File: src/rtl/fp_pkg.sv
// rtl/fp_pkg.sv - shared IEEE-754 single-precision constants, operand struct and unpack helper
package fp_pkg;

  localparam int EXP_W = 8;
  localparam int MAN_W = 23;
  localparam int BIAS  = 127;
  localparam int EXT_W = MAN_W + 4;   // hidden bit + mantissa + guard/round/sticky

  localparam logic [31:0] QNAN    = 32'h7FC00000;
  localparam logic [31:0] POS_INF = 32'h7F800000;
  localparam logic [31:0] NEG_INF = 32'hFF800000;

  // Biased exponent at which a result no longer fits and becomes infinity.
  localparam logic signed [9:0] EXP_MAX = 10'(2 * BIAS + 1);

  typedef struct packed {
    logic             sign;
    logic [EXP_W-1:0] exp;
    logic [MAN_W:0]   mant;     // hidden bit included, zero for zero/denormal
    logic             is_zero;
    logic             is_inf;
    logic             is_nan;
  } fp_unpacked_t;

  // Denormals are flushed to a signed zero here, so downstream only ever sees
  // normal numbers, zeros (exp=0, mant=0) or specials.
  function automatic fp_unpacked_t fp_unpack(input logic [31:0] w);
    fp_unpacked_t u;
    u.sign    = w[31];
    u.is_zero = (w[30:23] == '0);
    u.is_inf  = (w[30:23] == '1) && (w[22:0] == '0);
    u.is_nan  = (w[30:23] == '1) && (w[22:0] != '0);
    u.exp     = w[30:23];
    u.mant    = u.is_zero ? '0 : {1'b1, w[22:0]};
    return u;
  endfunction

endpackage

File: src/rtl/fp_lzc27.sv
// rtl/fp_lzc27.sv - combinational leading-zero counter for the 27-bit extended mantissa
//
// Ports:
//   value  in  27  vector to scan from bit 26 downwards
//   count  out 5   number of leading zeros (27 when value is zero)
module fp_lzc27
  import fp_pkg::*;
(
  input  logic [EXT_W-1:0] value,
  output logic [4:0]       count
);

  // Scanning upwards lets the highest set bit make the final assignment.
  always_comb begin
    count = 5'd27;
    for (int i = 0; i < EXT_W; i++) begin
      if (value[i]) count = 5'(EXT_W - 1 - i);
    end
  end

endmodule

File: src/rtl/fp_add_pipelined.sv
// rtl/fp_add_pipelined.sv - 4-stage IEEE-754 single-precision adder/subtractor with clock enable
//
// Ports:
//   clock      in   1   rising-edge clock
//   aclr_n     in   1   asynchronous active-low clear of every stage and the outputs
//   clk_en     in   1   advance enable; 0 freezes all pipeline state
//   in_valid   in   1   dataa/datab/op hold an operation this cycle
//   op         in   1   0 = dataa+datab, 1 = dataa-datab
//   dataa      in   32  operand A
//   datab      in   32  operand B
//   result     out  32  rounded result of the most recent completed operation
//   out_valid  out  1   result was produced on the last enabled edge
//
// Stage 1 unpacks/classifies/swaps, stage 2 aligns, stage 3 adds, stage 4 is the
// normalise/round/pack that loads result. An op sampled on enabled edge 1 is on
// result after enabled edge 4.
module fp_add_pipelined #(
  parameter int EXP_W = fp_pkg::EXP_W,
  parameter int MAN_W = fp_pkg::MAN_W
) (
  input  logic                   clock,
  input  logic                   aclr_n,
  input  logic                   clk_en,
  input  logic                   in_valid,
  input  logic                   op,
  input  logic [EXP_W+MAN_W:0]   dataa,
  input  logic [EXP_W+MAN_W:0]   datab,
  output logic [EXP_W+MAN_W:0]   result,
  output logic                   out_valid
);
  import fp_pkg::*;

  // ---------------- stage 1: unpack, classify, order by magnitude ----------------
  fp_unpacked_t ua, ub;
  logic         a_ge_b;
  logic         spec_d;
  logic [31:0]  spec_val_d;

  assign ua     = fp_unpack(dataa);
  assign ub     = fp_unpack({datab[31] ^ op, datab[30:0]});
  assign a_ge_b = {ua.exp, ua.mant} >= {ub.exp, ub.mant};

  always_comb begin
    spec_d     = 1'b0;
    spec_val_d = '0;
    if (ua.is_nan || ub.is_nan || (ua.is_inf && ub.is_inf && (ua.sign != ub.sign))) begin
      spec_d     = 1'b1;
      spec_val_d = QNAN;
    end else if (ua.is_inf) begin
      spec_d     = 1'b1;
      spec_val_d = {ua.sign, POS_INF[30:0]};
    end else if (ub.is_inf) begin
      spec_d     = 1'b1;
      spec_val_d = {ub.sign, POS_INF[30:0]};
    end else if (ua.is_zero && ub.is_zero) begin
      // Only (-0)+(-0) keeps the negative sign in round-to-nearest.
      spec_d     = 1'b1;
      spec_val_d = {ua.sign & ub.sign, 31'b0};
    end
  end

  logic             s1_valid, s1_sign, s1_eff_sub, s1_spec;
  logic [31:0]      s1_spec_val;
  logic [EXP_W-1:0] s1_exp_x, s1_exp_y;
  logic [MAN_W:0]   s1_mant_x, s1_mant_y;

  // ---------------- stage 2: align smaller operand ----------------
  logic [EXP_W-1:0] shamt;
  logic [EXT_W-1:0] y_ext, y_shr, lost_mask, y_al;

  assign shamt = s1_exp_x - s1_exp_y;
  assign y_ext = {s1_mant_y, 3'b000};

  always_comb begin
    y_shr     = '0;
    lost_mask = '0;
    y_al      = '0;
    if (shamt >= 8'(EXT_W)) begin
      y_al = {{(EXT_W-1){1'b0}}, |s1_mant_y};
    end else begin
      y_shr     = y_ext >> shamt;
      lost_mask = ~({EXT_W{1'b1}} << shamt);
      y_al      = {y_shr[EXT_W-1:1], y_shr[0] | (|(y_ext & lost_mask))};
    end
  end

  logic             s2_valid, s2_sign, s2_eff_sub, s2_spec;
  logic [31:0]      s2_spec_val;
  logic [EXP_W-1:0] s2_exp;
  logic [EXT_W-1:0] s2_x, s2_y;

  // ---------------- stage 3: add/subtract ----------------
  // X is never smaller than Y, so the difference cannot go negative.
  logic [EXT_W:0] sum_d;
  assign sum_d = s2_eff_sub ? ({1'b0, s2_x} - {1'b0, s2_y})
                            : ({1'b0, s2_x} + {1'b0, s2_y});

  logic             s3_valid, s3_sign, s3_spec;
  logic [31:0]      s3_spec_val;
  logic [EXP_W-1:0] s3_exp;
  logic [EXT_W:0]   s3_sum;

  // ---------------- stage 4: normalise, round, pack ----------------
  logic [4:0]          lzc;
  logic [EXT_W-1:0]    m_norm;
  logic signed [9:0]   e_norm, e_fin;
  logic                round_up;
  logic [MAN_W+1:0]    m_rnd;
  logic [MAN_W-1:0]    frac;
  logic [31:0]         res_d;

  fp_lzc27 u_lzc (
    .value (s3_sum[EXT_W-1:0]),
    .count (lzc)
  );

  always_comb begin
    if (s3_sum[EXT_W]) begin
      // Carry-out: the bit dropped on the right folds into sticky.
      m_norm = {s3_sum[EXT_W:2], s3_sum[1] | s3_sum[0]};
      e_norm = $signed({2'b00, s3_exp}) + 10'sd1;
    end else begin
      m_norm = s3_sum[EXT_W-1:0] << lzc;
      e_norm = $signed({2'b00, s3_exp}) - $signed({5'b00000, lzc});
    end
    // Guard set and (round|sticky|lsb) set -> round up; tie with even lsb stays.
    round_up = m_norm[2] & (m_norm[1] | m_norm[0] | m_norm[3]);
    m_rnd    = {1'b0, m_norm[EXT_W-1:3]} + {{(MAN_W+1){1'b0}}, round_up};
    e_fin    = m_rnd[MAN_W+1] ? (e_norm + 10'sd1) : e_norm;
    frac     = m_rnd[MAN_W+1] ? m_rnd[MAN_W:1] : m_rnd[MAN_W-1:0];

    if (s3_spec)                res_d = s3_spec_val;
    else if (s3_sum == '0)      res_d = '0;
    else if (e_fin >= EXP_MAX)  res_d = s3_sign ? NEG_INF : POS_INF;
    else if (e_fin <= 10'sd0)   res_d = {s3_sign, 31'b0};
    else                        res_d = {s3_sign, e_fin[7:0], frac};
  end

  // ---------------- stage register banks ----------------
  always_ff @(posedge clock or negedge aclr_n) begin
    if (!aclr_n) begin
      s1_valid    <= 1'b0;  s1_sign   <= 1'b0;  s1_eff_sub <= 1'b0;  s1_spec <= 1'b0;
      s1_spec_val <= '0;    s1_exp_x  <= '0;    s1_exp_y   <= '0;
      s1_mant_x   <= '0;    s1_mant_y <= '0;
      s2_valid    <= 1'b0;  s2_sign   <= 1'b0;  s2_eff_sub <= 1'b0;  s2_spec <= 1'b0;
      s2_spec_val <= '0;    s2_exp    <= '0;    s2_x       <= '0;    s2_y    <= '0;
      s3_valid    <= 1'b0;  s3_sign   <= 1'b0;  s3_spec    <= 1'b0;
      s3_spec_val <= '0;    s3_exp    <= '0;    s3_sum     <= '0;
      result      <= '0;
      out_valid   <= 1'b0;
    end else if (clk_en) begin
      s1_valid    <= in_valid;
      s1_sign     <= a_ge_b ? ua.sign : ub.sign;
      s1_eff_sub  <= ua.sign ^ ub.sign;
      s1_spec     <= spec_d;
      s1_spec_val <= spec_val_d;
      s1_exp_x    <= a_ge_b ? ua.exp  : ub.exp;
      s1_mant_x   <= a_ge_b ? ua.mant : ub.mant;
      s1_exp_y    <= a_ge_b ? ub.exp  : ua.exp;
      s1_mant_y   <= a_ge_b ? ub.mant : ua.mant;

      s2_valid    <= s1_valid;
      s2_sign     <= s1_sign;
      s2_eff_sub  <= s1_eff_sub;
      s2_spec     <= s1_spec;
      s2_spec_val <= s1_spec_val;
      s2_exp      <= s1_exp_x;
      s2_x        <= {s1_mant_x, 3'b000};
      s2_y        <= y_al;

      s3_valid    <= s2_valid;
      s3_sign     <= s2_sign;
      s3_spec     <= s2_spec;
      s3_spec_val <= s2_spec_val;
      s3_exp      <= s2_exp;
      s3_sum      <= sum_d;

      out_valid   <= s3_valid;
      if (s3_valid) result <= res_d;
    end
  end

endmodule
File: config.mk
export PLATFORM = sky130hd
export DESIGN_NAME = fp_add_pipelined
export DESIGN_NICKNAME = d
export VERILOG_FILES = /design/src/rtl/fp_pkg.sv /design/src/rtl/fp_lzc27.sv /design/src/rtl/fp_add_pipelined.sv
export SDC_FILE = /design/constraint.sdc
export NUM_CORES = 1
export LEC_CHECK = 0
export ABC_AREA = 1
export BUFFER_PORTS_ARGS = -buffer_cell sky130_fd_sc_hd__buf_2
export CORE_ASPECT_RATIO = 1.75
export CORE_MARGIN = 1.5
export CORE_UTILIZATION = 25
export CTS_BUF_LIST = sky130_fd_sc_hd__clkbuf_16
export DETAILED_ROUTE_END_ITERATION = 6
export MAX_ROUTING_LAYER = met4
export PLACE_DENSITY = 0.52
export SETUP_SLACK_MARGIN = 0.4
export SLEW_MARGIN = 10
export SYNTH_ARGS = -nofsm -noshare
export SYNTH_HDL_FRONTEND = slang
export SYNTH_SLANG_ARGS = --single-unit
File: constraint.sdc
create_clock -name clock -period 11.51 [get_ports clock]
set_input_delay 1.151 -clock clock [delete_from_list [all_inputs] [get_ports clock]]
set_output_delay 1.151 -clock clock [all_outputs]
set_load 0.005 [all_outputs]
==> results of run 1 <==
-- power breakdown --
part           switching (uW)  leakage (uW)  total, uW  internal [uW]
clock                     322      0.000366        721            399
sequential                140       0.00262       1040            904
combinational            1530       0.00628       2220            692
-- logic make-up after synthesis --
family	Yosys count
AO/OA/AOI/OAI	598
XOR/XNOR	55
adder cells (fa/ha/maj)	102
buffers and inverters	398
flip-flops	212
multiplexers	11
AND/OR/NAND/NOR	1125
-- flip-flops by register name, indices dropped and copies added (netlist names), 3 cells and up --
signal	cells
s1_exp_x	8
s1_exp_y	8
s2_x	24
s1_spec_val	3
s1_mant_y	24
result	32
s3_sum	28
s1_mant_x	24
s3_spec_val	3
s3_exp	8
s2_exp	8
s2_spec_val	3
s2_y	27
-- cell type report --
cell class / instances / area share [%]
multi-input combinational: 1891 / 52.9
sequential: 212 / 28.1
tap: 889 / 5.89
inverter: 284 / 5.67
timing repair buffer: 123 / 3.62
clock buffer: 24 / 3.18
clock inverter: 18 / 0.623
antenna: 1 / 0.0132
-- routing by layer --
| metal | part of all wire, % | global-route usage (%) | wire length (um) | vias to the layer above |
|---|---|---|---|---|
| met4 | 6.2 | 10.0 | 3550 | 0 |
| li1 | - | - | - | 8370 |
| met2 | 52 | 30.5 | 29400 | 366 |
| met1 | 39 | 18.2 | 22500 | 7624 |
| met3 | 2.7 | 1.39 | 1560 | 161 |
| met5 | 0 | - | 0 | - |
-- cells in the mapped netlist (3+ instances only) --
library cell	count
nand3_2	3
nand3_1	200
mux2i_1	11
a21oi_1	207
nand2_1	638
o22ai_1	16
or4_1	3
nor2_2	3
inv_1	268
dfrtp_1	212
nand3_4	3
buf_2	9
fa_1	3
or2_2	12
nand4_1	42
o32ai_1	5
nor3_1	17
nor2_4	3
nor4_1	8
a211oi_1	5
clkbuf_1	88
o21ai_0	292
a31oi_1	9
inv_2	10
buf_6	5
nor2_1	175
nand2_2	5
xor2_1	43
o31ai_1	15
clkinv_1	6
o21bai_1	5
and2_1	3
buf_1	11
xnor2_1	12
o21ai_2	5
o211ai_1	13
ha_1	99
o21ai_1	5
-- path summary, 6_finish.rpt --
check                           startpoint         end  slack (ns)  cells after the start
worst max-delay path             s3_sum[1]  result[13]        5.98                     43
worst min-delay path            result[11]  result[11]        0.47                      2
worst max register to register   s3_sum[1]  result[13]        5.98                     43
worst min register to register  result[11]  result[11]        0.47                      2
max in group asynchronous           aclr_n   result[6]        9.53                      2
min in group asynchronous           aclr_n    s2_x[12]        0.60                      1
-- stage by stage --
step                      power (uW)  hold WS (ns)  instance area [um^2]  util (%)
after floorplan                 2580         0.442                 16800         -
after global placement          3270         0.453                 18200      27.3
after detailed placement        3260         0.459                 18200      27.3
after CTS                       4010         0.474                 18900      28.4
after global routing            4340         0.488                 18900      28.4
final                           3990         0.472                 18900      28.4
-- worst register-to-register path, delay by kind of cell, from the launching register on --
family          cells  cell delay (ns)
compound gates      1             0.34
xor+xnor            1             0.17
fa+ha+maj           2             0.70
buf+inv             3             0.25
flops               1             0.38
simple gates       36             3.63
==> impl_metrics.env, run 1 <==
export IMPL_grt_pass1_vias=16699
export IMPL_cts_max_path_buffers=3
export IMPL_syn_mean_instance_area_um2=6.73
export IMPL_cp_top_family="simple AND/OR/NAND/NOR gates"
export IMPL_yosysTopAreaCellShare_pct=31.5
export IMPL_io_pins=102
export IMPL_hold_viol_final=0
export IMPL_synth_edf_count=0
export IMPL_via_per_inst=4.80
export IMPL_finalNonFillerCells=3442
export IMPL_wl_per_cell_um=16.6
export IMPL_dp_slack_ns=6.00
export IMPL_grt_ovfl_total=0
export IMPL_fp_row_count=125
export IMPL_vias=16521
export IMPL_fin_worst_skew_ns=0.00788
export IMPL_clock_latency_ns=0.55
export IMPL_multi_input_area_mm2=0.0100
export IMPL_synth_main_ff_cell="dfrtp_1"
export IMPL_cts_buffers=24
export IMPL_start_util_pct=25.3
export IMPL_track_usage_pct=17.1
export IMPL_slew_headroom_pct=33.3
export IMPL_cts_tree="yes"
export IMPL_drc_errors=0
export IMPL_max_clock_freq_mhz=181
export IMPL_power_density_mw_per_mm2=211
export IMPL_synthCells=2501
export IMPL_die_w_um=199
export IMPL_critPathBufInv=3
export IMPL_end_kind="flop"
export IMPL_htree_levels=1
export IMPL_syn_to_final_growth_pct=12.3
export IMPL_hp_class="reg2reg"
export IMPL_regArea_mm2=0.00531
export IMPL_synthTopCellsByArea="dfrtp_1, nand2_1, o21ai_0"
export IMPL_crit_fanout=26
export IMPL_nFillCells=7446
export IMPL_grt_antenna_before_repair=1
export IMPL_max_vdd_ir_drop_uv=113
export IMPL_drive_gt1_share_pct=8.31
export IMPL_first_pass_iters=5
export IMPL_clkTransAtPathRegs_ns=0.06
export IMPL_cp_common_cell="nand2_1"
export IMPL_ys_seq_elements=212
export IMPL_yosysWarningCount=0
export IMPL_synth_compound_area_share_pct=19.3
export IMPL_synth_fp_nets=2672
export IMPL_setup_ws_ns=5.98
export IMPL_syn_area_mm2=0.0168
export IMPL_dieArea_mm2=0.0689
export IMPL_dp_hpwl_um=44400
export IMPL_cts_resized_gates=0
export IMPL_final_cell_mix="nand2_1, o21ai_0, inv_1"
export IMPL_tightest_slew_ns=0.999
export IMPL_finalSetupViolCount=0
export IMPL_seq_area_frac_synth_pct=31.5
export IMPL_p_leak_uw=0.00927
export IMPL_yosysTopAreaCell="dfrtp_1"
export IMPL_layout_commonest_cell="nand2_1"
export IMPL_max_stage_delay_ns=0.41
export IMPL_grt_max_degree=127
export IMPL_drt_iter0_markers=815
export IMPL_crit_arrival_ns=6.01
export IMPL_coreArea_mm2=0.0665
export IMPL_cts_root_buf="clkbuf_16"
export IMPL_setup_tns_final_ns=0
export IMPL_port_buffers=101
export IMPL_wl_um=57100
export IMPL_crit_slowest_cell="fa_1"
export IMPL_status="finished clean"
export IMPL_die_h_um=346
export IMPL_fin_crit_sh_pct=48.1
export IMPL_synth_cell_type_count=61
export IMPL_finalNetCount=2707
export IMPL_gp_congestion=1.00
export IMPL_worstSetupPathType="reg2reg"
export IMPL_clkSinkCount=212
export IMPL_required_ns=11.99
export IMPL_muxShareOfSynthArea_pct=0.654
export IMPL_cts_hold_buffers=0
export IMPL_synth_simple_area_share_pct=28.8
export IMPL_synth_top_family_by_area="simple AND/OR/NAND/NOR gates"
export IMPL_cap_violations=0
export IMPL_startpoint_type="flop"
export IMPL_ant_nets=0
export IMPL_yosys_area_share_adder_pct=7.72
export IMPL_grt_first_pass_wirelength_um=90600
export IMPL_finalMaxSlewViolations=0
export IMPL_placed_cells=3399
export IMPL_synthArstFlopShare_pct=100
export IMPL_period_needed_ns=5.53
export IMPL_cts_setup_buffers=0
export IMPL_rsz0062_at_grt="false"
export IMPL_synth_xor_area_share_pct=2.86
No activity file was read; power rests on OpenSTA's default activity.
==> run 2, diff against run 1 <==
--- a/config.mk
+++ b/config.mk
@@ -5,7 +5,7 @@
 export SDC_FILE = /design/constraint.sdc
 export NUM_CORES = 1
 export LEC_CHECK = 0
-export ABC_AREA = 1
+export ABC_AREA = 0
 export BUFFER_PORTS_ARGS = -buffer_cell sky130_fd_sc_hd__buf_2
 export CORE_ASPECT_RATIO = 1.75
 export CORE_MARGIN = 1.5
@@ -13,7 +13,7 @@
 export CTS_BUF_LIST = sky130_fd_sc_hd__clkbuf_16
 export DETAILED_ROUTE_END_ITERATION = 6
 export MAX_ROUTING_LAYER = met4
-export PLACE_DENSITY = 0.52
+export PLACE_DENSITY = 0.53
 export SETUP_SLACK_MARGIN = 0.4
 export SLEW_MARGIN = 10
 export SYNTH_ARGS = -nofsm -noshare
==> constraint.sdc (replaced) <==
create_clock -name clock -period 4.8 [get_ports clock]
set_input_delay 0.48 -clock clock [delete_from_list [all_inputs] [get_ports clock]]
set_output_delay 0.48 -clock clock [all_outputs]
set_load 0.005 [all_outputs]
==> run 2 against run 1 <==
  * The flow now finishes with violations (hold timing, setup timing)
  * Count of clock-buffer cells in the layout unchanged
  * Sequential power rose to 2.5 times the previous value
  * Critical path depth down 22
  * Sequential cell count unchanged
  * Critical endpoint is now result[3]
  * Sequential share of layout area down 4.9 points
  * Routed wire length up 22%
  * Highest routed layer unchanged
  * Final area up 22%
  * Combinational power rose to 3.7 times the previous value
==> impl_metrics.env, run 2 <==
export IMPL_drt_iter0_markers=1002
export IMPL_reg2reg_to="result[3]"
export IMPL_ys_seq_elements=212
export IMPL_cp_top_family="simple AND/OR/NAND/NOR gates"
export IMPL_gp_congestion=0.991
export IMPL_yosysTopAreaCellShare_pct=29.9
export IMPL_max_stage_delay_ns=0.52
export IMPL_syn_area_mm2=0.0177
export IMPL_tightest_slew_ns=1.07
export IMPL_yosysTopAreaCell="dfrtp_1"
export IMPL_via_per_inst=5.36
export IMPL_synth_edf_count=0
export IMPL_clock_latency_ns=0.56
export IMPL_die_w_um=204
export IMPL_clkTransAtPathRegs_ns=0.06
export IMPL_finalMaxSlewViolations=0
export IMPL_cts_root_buf="clkbuf_16"
export IMPL_slew_headroom_pct=28.3
export IMPL_synthArstFlopShare_pct=100
export IMPL_coreArea_mm2=0.0705
export IMPL_end_kind="flop"
export IMPL_stdcell_area_mm2=0.0230
export IMPL_violations="hold timing, setup timing"
export IMPL_io_pins=102
export IMPL_rsz0062_at_grt="true"
export IMPL_ys_top_cells_by_count="dfrtp_1, nand2_1, nor2_1"
export IMPL_crit_arrival_ns=5.30
export IMPL_htree_levels=1
export IMPL_cp_common_cell="buf_4"
export IMPL_crit_fanout=8
export IMPL_max_vdd_ir_drop_uv=278
export IMPL_setup_ws_ns=-0.00418
export IMPL_fin_worst_skew_ns=0.0347
export IMPL_power_density_mw_per_mm2=543
export IMPL_synth_fp_nets=2288
export IMPL_start_util_pct=25.2
export IMPL_die_h_um=355
export IMPL_final_cell_mix="buf_4, dfrtp_1, nand2_1"
export IMPL_worstSetupPathType="reg2reg"
export IMPL_nFillCells=7420
export IMPL_finalNetCount=2603
export IMPL_synthCells=2117
export IMPL_cts_buffers=24
export IMPL_finalNonFillerCells=3365
export IMPL_top_register="result"
export IMPL_finalSetupViolCount=1
export IMPL_grt_antenna_before_repair=1
export IMPL_crit_chain="buf_4 > buf_4 > nor3_4 > o31a_1 > a21oi_4 > buf_6 > nand3_2 > nand3_4 > o41ai_4 > ha_2 > o21ai_2 > a2111oi_4 > nand4_2 > or4_4 > buf_12 > nor4_4 > buf_4 > a31oi_4 > buf_4 > nor4_1 > a32o_1"
export IMPL_wl_um=69500
export IMPL_hold_viol_final=21
export IMPL_reg_top3="result: 32 flops, s3_sum: 28 flops, s2_y: 27 flops"
export IMPL_placement_cell_area_mm2=0.0213
export IMPL_p_leak_uw=0.00990
export IMPL_syn_mean_instance_area_um2=8.38
export IMPL_fp_row_count=129
export IMPL_grt_max_degree=110
export IMPL_grt_pass1_vias=18234
export IMPL_wl_per_cell_um=20.7
export IMPL_required_ns=5.29
export IMPL_critPathBufInv=6
export IMPL_ff2ff_setup_slack_ns=-0.004
export IMPL_max_clock_freq_mhz=208
export IMPL_vias=18029
export IMPL_total_power_uw=12500
export IMPL_first_pass_iters=5
export IMPL_cap_violations=0
export IMPL_drive_gt1_share_pct=29.0
export IMPL_hold_slack_ns=-0.0199
export IMPL_placed_cells=3284
export IMPL_layout_commonest_cell="buf_4"
export IMPL_period_needed_ns=4.80
export IMPL_cts_max_path_buffers=3
export IMPL_dp_hpwl_um=55100
export IMPL_cts_hold_buffers=0
export IMPL_crit_slowest_cell="or4_4"
export IMPL_hp_class="in2async"
export IMPL_yosysWarningCount=0
export IMPL_synth_most_common_cell="dfrtp_1"
export IMPL_largest_reg_flops=32
export IMPL_track_usage_pct=19.3
export IMPL_seq_area_frac_synth_pct=29.9
export IMPL_grt_ovfl_total=0
export IMPL_grt_first_pass_wirelength_um=106000
export IMPL_synthTopCellsByArea="dfrtp_1, ha_1, mux2_2"
export IMPL_r2r_start="s3_sum[26]"
export IMPL_worst_r2r_cell_count=21
export IMPL_syn_to_final_growth_pct=29.4
export IMPL_dieArea_mm2=0.0726
export IMPL_synth_main_ff_cell="dfrtp_1"
export IMPL_fin_crit_sh_pct=100
export IMPL_ant_nets=0
export IMPL_synth_cell_type_count=90
export IMPL_clkSinkCount=212
export IMPL_status="complete, but fails checks"
export IMPL_startpoint_type="flop"
export IMPL_cts_tree="yes"
export IMPL_drc_errors=0
export IMPL_port_buffers=101
run 2: changes by cell type after synthesis, moves of 31 or more:
cell / before / now
and3_1: 2 / 41
mux2_2: 0 / 68
inv_1: 268 / 89
a21oi_1: 207 / 140
o21ai_0: 292 / 101
nor3_1: 17 / 64
nand2_1: 638 / 193
a221o_1: 1 / 48
nor2b_1: 0 / 43
nor4_1: 8 / 47
xnor2_1: 12 / 43
nand3_1: 200 / 88
run 2: logic make-up (layout without fill, tap and decap cells):
family	after synthesis	count (layout)	synth area share [%]
buf+inv	252	582	5.80
fa+ha+maj	102	102	7.32
xor+xnor	69	69	3.41
simple gates	760	760	21.5
other cells	0	1	0
compound gates	609	609	24.0
flops	212	212	29.9
mux	113	113	8.05
run 2: worst max path at each step:
stage / startpoint / end / slack, ns / depth (start not counted)
after floorplan: s3_sum[13] / result[25] / -0.09 / 24
after CTS: s3_sum[22] / result[14] / -0.004 / 22
final: s3_sum[26] / result[3] / -0.004 / 21
after detailed placement: s3_sum[22] / result[24] / -0.42 / 23
after global routing: s3_sum[11] / result[3] / -0.18 / 21
after global placement: s3_sum[22] / result[21] / -0.34 / 21
run 2: where the power goes:
group | internal, uW | switching, uW
sequential | 2190 | 419
clock | 904 | 763
combinational | 3650 | 4530
run 2: routing by layer:
| metal | global-route usage [%] | vias to the layer above | part of all wire, % |
|---|---|---|---|
| met5 | - | - | 0 |
| li1 | - | 8537 | - |
| met3 | 1.68 | 217 | 3.3 |
| met2 | 36.1 | 544 | 54 |
| met4 | 12.6 | 0 | 7.2 |
| met1 | 18.8 | 8731 | 36 |
run 2: area by class of cell:
type / count / area [um^2] / area share (%)
clock inverters: 17 / 90.1 / 0.392
well taps: 917 / 1150 / 5.00
clock buffers: 24 / 601 / 2.62
multi-input cells: 1653 / 12100 / 52.7
inverters: 93 / 352 / 1.53
flip-flops and latches: 212 / 5320 / 23.2
repair buffers: 448 / 3340 / 14.5
diodes: 1 / 2.50 / 0.0109
run 2: what timing repair did:
item                       in CTS  in global routing
pin swaps                      11                 23
setup endpoints to repair      66                 93
buffers inserted               20                 17
cloned                          2                  0
resized for setup              71                 81
run 2: stage by stage:
step	worst slack, ns	utilization, %	hold slack, ns	setup TNS (ns)
floorplan	-0.0852	-	0.184	-1.54
global placement	-0.344	30.2	0.465	-18.18
detailed placement	-0.418	30.2	0.468	-21.38
CTS	-0.00356	31.8	0.0118	-0.00356
global route	-0.179	32.5	0.0444	-4.37
finish	-0.00418	32.5	-0.0199	-0.00418
